File: src/rtl/wishbone_mem_slave.sv
`default_nettype none
// ============================================================================
// Module   : wishbone_mem_slave
// Purpose  : Wishbone responder backed by a word-addressed on-chip RAM
//            (16-bit data, 24-bit word address). Single and back-to-back
//            beats, with WAIT_STATES extra cycles inserted before the
//            response.
// Ports    : i_clk, i_rst (async, active-high)
//            wb_cyc, wb_stb, wb_we, wb_adr[23:0], wb_i_dat[15:0], wb_sel[1:0]
//            wb_o_dat[15:0], wb_ack, wb_err, wb_rty (tied 0)
// Options  : WB_SLAVE_ERR_EN - when defined, beats outside
//            [ADDR_BASE, ADDR_BASE + 2**DEPTH_LOG2) complete with wb_err and
//            leave the RAM untouched; otherwise addresses alias.
// Revision : 1.0 - initial release
// ============================================================================
module wishbone_mem_slave #(
  parameter logic [23:0] ADDR_BASE   = 24'h000000,
  parameter int          DEPTH_LOG2  = 8,
  parameter int          WAIT_STATES = 0
) (
  input  logic        i_clk,
  input  logic        i_rst,
  input  logic        wb_cyc,
  input  logic        wb_stb,
  input  logic        wb_we,
  input  logic [23:0] wb_adr,
  input  logic [15:0] wb_i_dat,
  input  logic [1:0]  wb_sel,
  output logic [15:0] wb_o_dat,
  output logic        wb_ack,
  output logic        wb_err,
  output logic        wb_rty
);

  localparam int         c_DEPTH     = 2 ** DEPTH_LOG2;
  localparam logic [3:0] c_WAIT_INIT = 4'(WAIT_STATES);
  localparam bit         c_NO_WAIT   = (WAIT_STATES == 0);

  localparam logic [1:0] c_ST_IDLE = 2'd0;
  localparam logic [1:0] c_ST_WAIT = 2'd1;
  localparam logic [1:0] c_ST_RESP = 2'd2;

  logic [1:0]            r_state;
  logic [1:0]            w_state_next;
  logic [3:0]            r_wait_cnt;
  logic                  r_we;
  logic [23:0]           r_adr;
  logic [15:0]           r_dat;
  logic [1:0]            r_sel;
  logic [15:0]           r_rdata;
  logic [15:0]           r_mem [c_DEPTH];

  logic                  w_start;
  logic                  w_commit;
  logic                  w_live;
  logic                  w_we;
  logic [23:0]           w_adr;
  logic [15:0]           w_dat;
  logic [1:0]            w_sel;
  logic [23:0]           w_off;
  logic [DEPTH_LOG2-1:0] w_idx;
  logic                  w_oor;
  logic                  w_mem_we;

  assign w_start = (r_state == c_ST_IDLE) && wb_cyc && wb_stb;

  // With no wait states the beat is latched and committed on the same edge,
  // so the commit must use the live bus rather than the (not yet loaded)
  // latched copy.
  assign w_live = (r_state == c_ST_IDLE);
  assign w_we   = w_live ? wb_we    : r_we;
  assign w_adr  = w_live ? wb_adr   : r_adr;
  assign w_dat  = w_live ? wb_i_dat : r_dat;
  assign w_sel  = w_live ? wb_sel   : r_sel;

  assign w_commit = (w_start && c_NO_WAIT) ||
                    ((r_state == c_ST_WAIT) && wb_cyc && (r_wait_cnt == 4'd1));

  // 24-bit subtract with wrap; the low bits are the RAM index in both builds.
  assign w_off = w_adr - ADDR_BASE;
  assign w_idx = w_off[DEPTH_LOG2-1:0];

`ifdef WB_SLAVE_ERR_EN
  logic r_err;
  assign w_oor = ((w_off >> DEPTH_LOG2) != 24'd0);
`else
  logic w_unused_off_hi;
  assign w_oor           = 1'b0;
  assign w_unused_off_hi = ^w_off[23:DEPTH_LOG2];
`endif

  // Reset gating keeps a commit edge that coincides with reset from writing.
  assign w_mem_we = w_commit && w_we && !w_oor && !i_rst;

  // ---------------------------------------------------------------- FSM
  always_ff @(posedge i_clk or posedge i_rst) begin
    if (i_rst) r_state <= c_ST_IDLE;
    else       r_state <= w_state_next;
  end

  always_comb begin
    w_state_next = r_state;
    case (r_state)
      c_ST_IDLE: if (w_start) w_state_next = c_NO_WAIT ? c_ST_RESP : c_ST_WAIT;
      c_ST_WAIT: begin
        if (!wb_cyc)                  w_state_next = c_ST_IDLE;  // abort
        else if (r_wait_cnt == 4'd1)  w_state_next = c_ST_RESP;
      end
      c_ST_RESP: w_state_next = c_ST_IDLE;  // strobe ignored here
      default:   w_state_next = c_ST_IDLE;
    endcase
  end

  always_comb begin
    wb_ack = 1'b0;
    wb_err = 1'b0;
    if (r_state == c_ST_RESP) begin
`ifdef WB_SLAVE_ERR_EN
      wb_ack = !r_err;
      wb_err = r_err;
`else
      wb_ack = 1'b1;
`endif
    end
  end

  assign wb_rty   = 1'b0;
  assign wb_o_dat = r_rdata;

  // ----------------------------------------------------------- datapath
  always_ff @(posedge i_clk or posedge i_rst) begin
    if (i_rst) begin
      r_wait_cnt <= 4'd0;
      r_we       <= 1'b0;
      r_adr      <= 24'd0;
      r_dat      <= 16'd0;
      r_sel      <= 2'd0;
      r_rdata    <= 16'd0;
`ifdef WB_SLAVE_ERR_EN
      r_err      <= 1'b0;
`endif
    end else begin
      if (w_start) begin
        r_we       <= wb_we;
        r_adr      <= wb_adr;
        r_dat      <= wb_i_dat;
        r_sel      <= wb_sel;
        r_wait_cnt <= c_WAIT_INIT;
      end else if (r_state == c_ST_WAIT) begin
        r_wait_cnt <= wb_cyc ? (r_wait_cnt - 4'd1) : 4'd0;
      end

      if (w_commit) begin
        // Writes and failed beats return zero; reads return the word.
        r_rdata <= (w_we || w_oor) ? 16'd0 : r_mem[w_idx];
`ifdef WB_SLAVE_ERR_EN
        r_err   <= w_oor;
`endif
      end
    end
  end

  // RAM contents survive reset, so the array lives in its own clocked block.
  always_ff @(posedge i_clk) begin
    if (w_mem_we) begin
      if (w_sel[0]) r_mem[w_idx][7:0]  <= w_dat[7:0];
      if (w_sel[1]) r_mem[w_idx][15:8] <= w_dat[15:8];
    end
  end

endmodule
`default_nettype wire
File: config.mk
export PLATFORM = sky130hd
export DESIGN_NAME = wishbone_mem_slave
export DESIGN_NICKNAME = d
export VERILOG_FILES = /design/src/rtl/wishbone_mem_slave.sv
export SDC_FILE = /design/constraint.sdc
export NUM_CORES = 2
export LEC_CHECK = 0
export ABC_AREA = 0
export CAP_MARGIN = 5
export CORE_AREA = 2 2 607 669
export CTS_CLUSTER_DIAMETER = 40
export DETAILED_ROUTE_END_ITERATION = 10
export DIE_AREA = 0 0 609 671
export GPL_ROUTABILITY_DRIVEN = 1
export HOLD_SLACK_MARGIN = 0.03
export PLACE_DENSITY = 0.52
export REMOVE_ABC_BUFFERS = 1
export SYNTH_ARGS = -nofsm -noshare
export SYNTH_HDL_FRONTEND = slang
export SYNTH_SLANG_ARGS = --single-unit
File: constraint.sdc
create_clock -name i_clk -period 5.1 [get_ports i_clk]
set_input_delay 1.02 -clock i_clk [delete_from_list [all_inputs] [get_ports i_clk]]
set_output_delay 1.02 -clock i_clk [all_outputs]
set_load 0.01 [all_outputs]
==> results.txt <==
* Outcome: finished, final reports clean
- The number of gates resized after CTS was 0.
* Kind of launch point of the worst setup path: register
* Number of failing hold endpoints at the final stage: 0
- Reported max-cap violation count: 0
- Hold-fix buffers, CTS: 0
- Counting the fill cells in the layout gives 34710.
- Max Slew Vio Count: 0
- The die covers 0.409 sq mm.
- The number of antenna violations at the first check in global routing is 21.
- Summed over all layers, the routed wires come to 505000 microns.
- Maximum clock frequency: 0.211 GHz
- In this run the power density over the cells is 445 mW/mm^2.
- The worst setup path is captured at a register.
- Synthesis instantiated 58 different standard cells from the library.
* Standard-cell row count: 244
- Number of cells on the worst reg-to-reg path: 12
- At the pin with the least slew margin, the transition time is 1.40 ns.
* Final critical delay including setup and external delays: 4.75 ns
* Clock net sink count: 4137
- The path class of the tightest hold or removal check is register to register.
- Largest net degree at the start of global routing: 121
* Worst setup slack for register-to-register paths: 0.35 ns
- Fraction of registers with async set/reset: 0.991%
- Buffers added to address setup during post-CTS repair amount to 0.
- Leftover overflow at the end of global routing: 0
- First-pass GRT wire length: 725000 microns
- Detailed-route wire length per cell: 26.7 microns
- Remaining design rule violation count: 0
- The setup path with the least slack is of type register to register.
- The initial utilization of the core area, before any placement, comes to 40.9%.
* Final setup violation count: 0
* X dimension of the die: 609 microns
* Worst ir drop on vdd: 360 uV
- After clock tree synthesis, the clock-pin slew on the worst setup and hold paths is 0.05 ns.
* Area Growth Syn to Fin: 18.6%
* Worst EP required: 6.09 ns
- Area of the mapped netlist: 0.164 sq mm
* IO Port Bufs: 47
* Max Root-Sink Buffers: 4
- TritonCTS clock tree: done
- The core region is 0.401 sq mm.
- Number of synthesis warnings: 0
- Worst Path Arrival: 5.73 ns
- The final layout contains 13202 nets.
- For this block, the initial DRC count from the detailed router was 11667.
- Final RePlAce weighted congestion: 0.844
- On the final layout, the worst clock skew is 0.0456 ns.
- Of all nets on the critical path, the largest fanout is 38.
* GRT Resource Usage Total: 24.1%
- Max H-tree Level: 6
- Setup repair after global routing left no endpoint under its margin.
- The cell count after synthesis came out at 12733.
* Ports placed on the boundary: 66
- For this run, the register share of the synthesized area comes to 75.5%.
- Hold Path Stages: 2
- Buffers inserted during clock tree synthesis total 573.
- Synthesized flop and latch total: 4137
- Of the available clock period, the critical path in the final layout requires 93.0%.
* Leakage power: 66.6 nW
- Number of iterations in the first detailed-routing pass: 6
* HPWL after detailed placement: 299000 microns
* Post-DR vias/cell: 5.60
- Post-synthesis average cell area: 12.9 sq um
* Slew headroom: 6.68%
- Die Ht: 671 microns
* Clock Root Buffer: sky130_fd_sc_hd__clkbuf_16
- Number of synthesized flops with an enable pin: 4096
* Most frequently used flop master after synthesis: sky130_fd_sc_hd__edfxtp_1
- After detailed placement, the total cell area comes to 0.175 sq mm.
- Power comes to 86.7 mW.
- The finished cells cover 0.195 sq mm.
- Final ANT Viol Nets: 0
- Via count of the first global-routing pass: 102759
- In the final layout, the share of cells above drive strength 1 is 12.6%.
- Worst-Skew Late Latency: 1.07 ns
- The routed layout has 105918 vias.
critical path, cell delays in order (launching register included):
cell and delay, ns:
sky130_fd_sc_hd__dfrtp_4 0.81, sky130_fd_sc_hd__mux2_8 0.68, sky130_fd_sc_hd__buf_12 0.30, sky130_fd_sc_hd__buf_12 0.23
sky130_fd_sc_hd__buf_4 0.20, sky130_fd_sc_hd__mux4_2 0.20, sky130_fd_sc_hd__nor2_1 0.05, sky130_fd_sc_hd__o41ai_1 0.88
sky130_fd_sc_hd__buf_4 0.24, sky130_fd_sc_hd__nand4_1 0.27, sky130_fd_sc_hd__buf_4 0.27, sky130_fd_sc_hd__a222oi_1 0.27
sky130_fd_sc_hd__a32o_1 0.21
placed cells by master, fill, tap and decap left out, types with 40 or more instances in the layout:
master	count
sky130_fd_sc_hd__nor2_1	589
sky130_fd_sc_hd__mux4_2	68
sky130_fd_sc_hd__edfxtp_1	4096
sky130_fd_sc_hd__dfrtp_1	40
sky130_fd_sc_hd__clkbuf_1	70
sky130_fd_sc_hd__buf_12	156
sky130_fd_sc_hd__clkinv_1	74
sky130_fd_sc_hd__clkbuf_16	581
sky130_fd_sc_hd__clkinvlp_4	55
sky130_fd_sc_hd__clkinv_2	60
sky130_fd_sc_hd__o41ai_1	137
sky130_fd_sc_hd__buf_4	504
sky130_fd_sc_hd__nand3_1	1808
sky130_fd_sc_hd__bufinv_16	87
sky130_fd_sc_hd__o22ai_1	107
sky130_fd_sc_hd__a21oi_1	905
sky130_fd_sc_hd__mux2i_1	120
sky130_fd_sc_hd__nor4_1	114
sky130_fd_sc_hd__nand2_1	3689
sky130_fd_sc_hd__clkdlybuf4s50_1	47
synth_stat cells (4+ instances only):
| library cell | count | area, sq um |
|---|---|---|
| sky130_fd_sc_hd__a21oi_1 | 906 | 4530 |
| sky130_fd_sc_hd__a32o_1 | 14 | 140 |
| sky130_fd_sc_hd__a41oi_1 | 19 | 166 |
| sky130_fd_sc_hd__buf_1 | 214 | 803 |
| sky130_fd_sc_hd__buf_2 | 273 | 1370 |
| sky130_fd_sc_hd__buf_4 | 9 | 67.6 |
| sky130_fd_sc_hd__buf_6 | 20 | 225 |
| sky130_fd_sc_hd__clkbuf_1 | 346 | 1300 |
| sky130_fd_sc_hd__dfrtp_1 | 41 | 1030 |
| sky130_fd_sc_hd__edfxtp_1 | 4096 | 123000 |
| sky130_fd_sc_hd__mux2_2 | 16 | 180 |
| sky130_fd_sc_hd__mux2i_1 | 122 | 1220 |
| sky130_fd_sc_hd__mux4_2 | 68 | 1530 |
| sky130_fd_sc_hd__nand2_1 | 3706 | 13900 |
| sky130_fd_sc_hd__nand3_1 | 1824 | 9130 |
| sky130_fd_sc_hd__nand4_1 | 16 | 100 |
| sky130_fd_sc_hd__nor2_1 | 592 | 2220 |
| sky130_fd_sc_hd__nor3_1 | 7 | 35.0 |
| sky130_fd_sc_hd__nor4_1 | 117 | 732 |
| sky130_fd_sc_hd__o21ai_0 | 14 | 70.1 |
| sky130_fd_sc_hd__o21ai_1 | 4 | 20.0 |
| sky130_fd_sc_hd__o221ai_2 | 4 | 60.1 |
| sky130_fd_sc_hd__o22ai_1 | 107 | 669 |
| sky130_fd_sc_hd__o31ai_2 | 4 | 50.1 |
| sky130_fd_sc_hd__o41ai_1 | 139 | 1220 |
flip-flops by register name, summed over array words and instances (netlist names):
signal,cells
r_adr,8
wb_o_dat,16
r_mem,4096
r_state,1
r_dat,16
power breakdown:
part,total [mW],switching [mW],internal (mW),leakage [nW]
registers,38.1,0.109,38.0,37.4
logic,7.68,5.54,2.14,19.7
clock network,40.9,15.3,25.6,9.48
layer usage:
metal	part of all wire (%)	GRT usage [%]	routed length [microns]	vias to the layer above
li1	-	-	-	47296
met1	40	32.2	204000	53377
met2	48	39.8	244000	4394
met3	7.4	3.59	37400	849
met4	4.0	9.06	20100	2
met5	0.0024	0	12	-
final timing paths:
kind / startpoint / to
max: r_state[1] / wb_o_dat[11]
min: wb_o_dat[6] / wb_o_dat[6]
max reg2reg: r_state[1] / wb_o_dat[11]
min reg2reg: wb_o_dat[6] / wb_o_dat[6]
max in group asynchronous: i_rst / wb_o_dat[3]
min in group asynchronous: i_rst / r_adr[3]
layout make-up:
type                       instances  area (sq um)  share of cell area (%)
sequential                      4137        124000                    63.6
multi-input combinational       7732         37000                    19.0
clock buffer                     657         14900                    7.64
timing repair buffer             708          7380                    3.79
tap                             5289          6620                    3.40
clock inverter                   382          4910                    2.52
antenna                            7          17.5                 0.00899
inverter                           3          11.3                 0.00578
cells by family (layout without fill, tap and decap cells):
| kind of cell | count (synthesis) | count (layout) | share of synthesized area [%] |
|---|---|---|---|
| AOI/OAI and AO/OA | 1237 | 1237 | 4.37 |
| muxes | 208 | 208 | 1.80 |
| and+or+nand+nor | 6285 | 6285 | 16.0 |
| buffers and inverters | 865 | 1750 | 2.30 |
| other | 1 | 9 | 0.00228 |
| DFF | 4137 | 4137 | 75.5 |
per-stage QoR:
stage | utilization, % | TNS (ns) | setup WS, ns | instances | hold slack (ns)
floorplan | - | - | -75.28 | 11872 | 0.440
global placement | 43.6 | -0.729 | -0.255 | 17868 | 0.463
detailed placement | 43.6 | -0.717 | -0.256 | 17869 | 0.467
CTS | 48.6 | 0 | 0.451 | 18908 | 0.492
global route | 48.6 | 0 | 0.380 | 18911 | 0.513
finish | 48.6 | 0 | 0.355 | 18915 | 0.484
(Power assumes the default switching activity.)
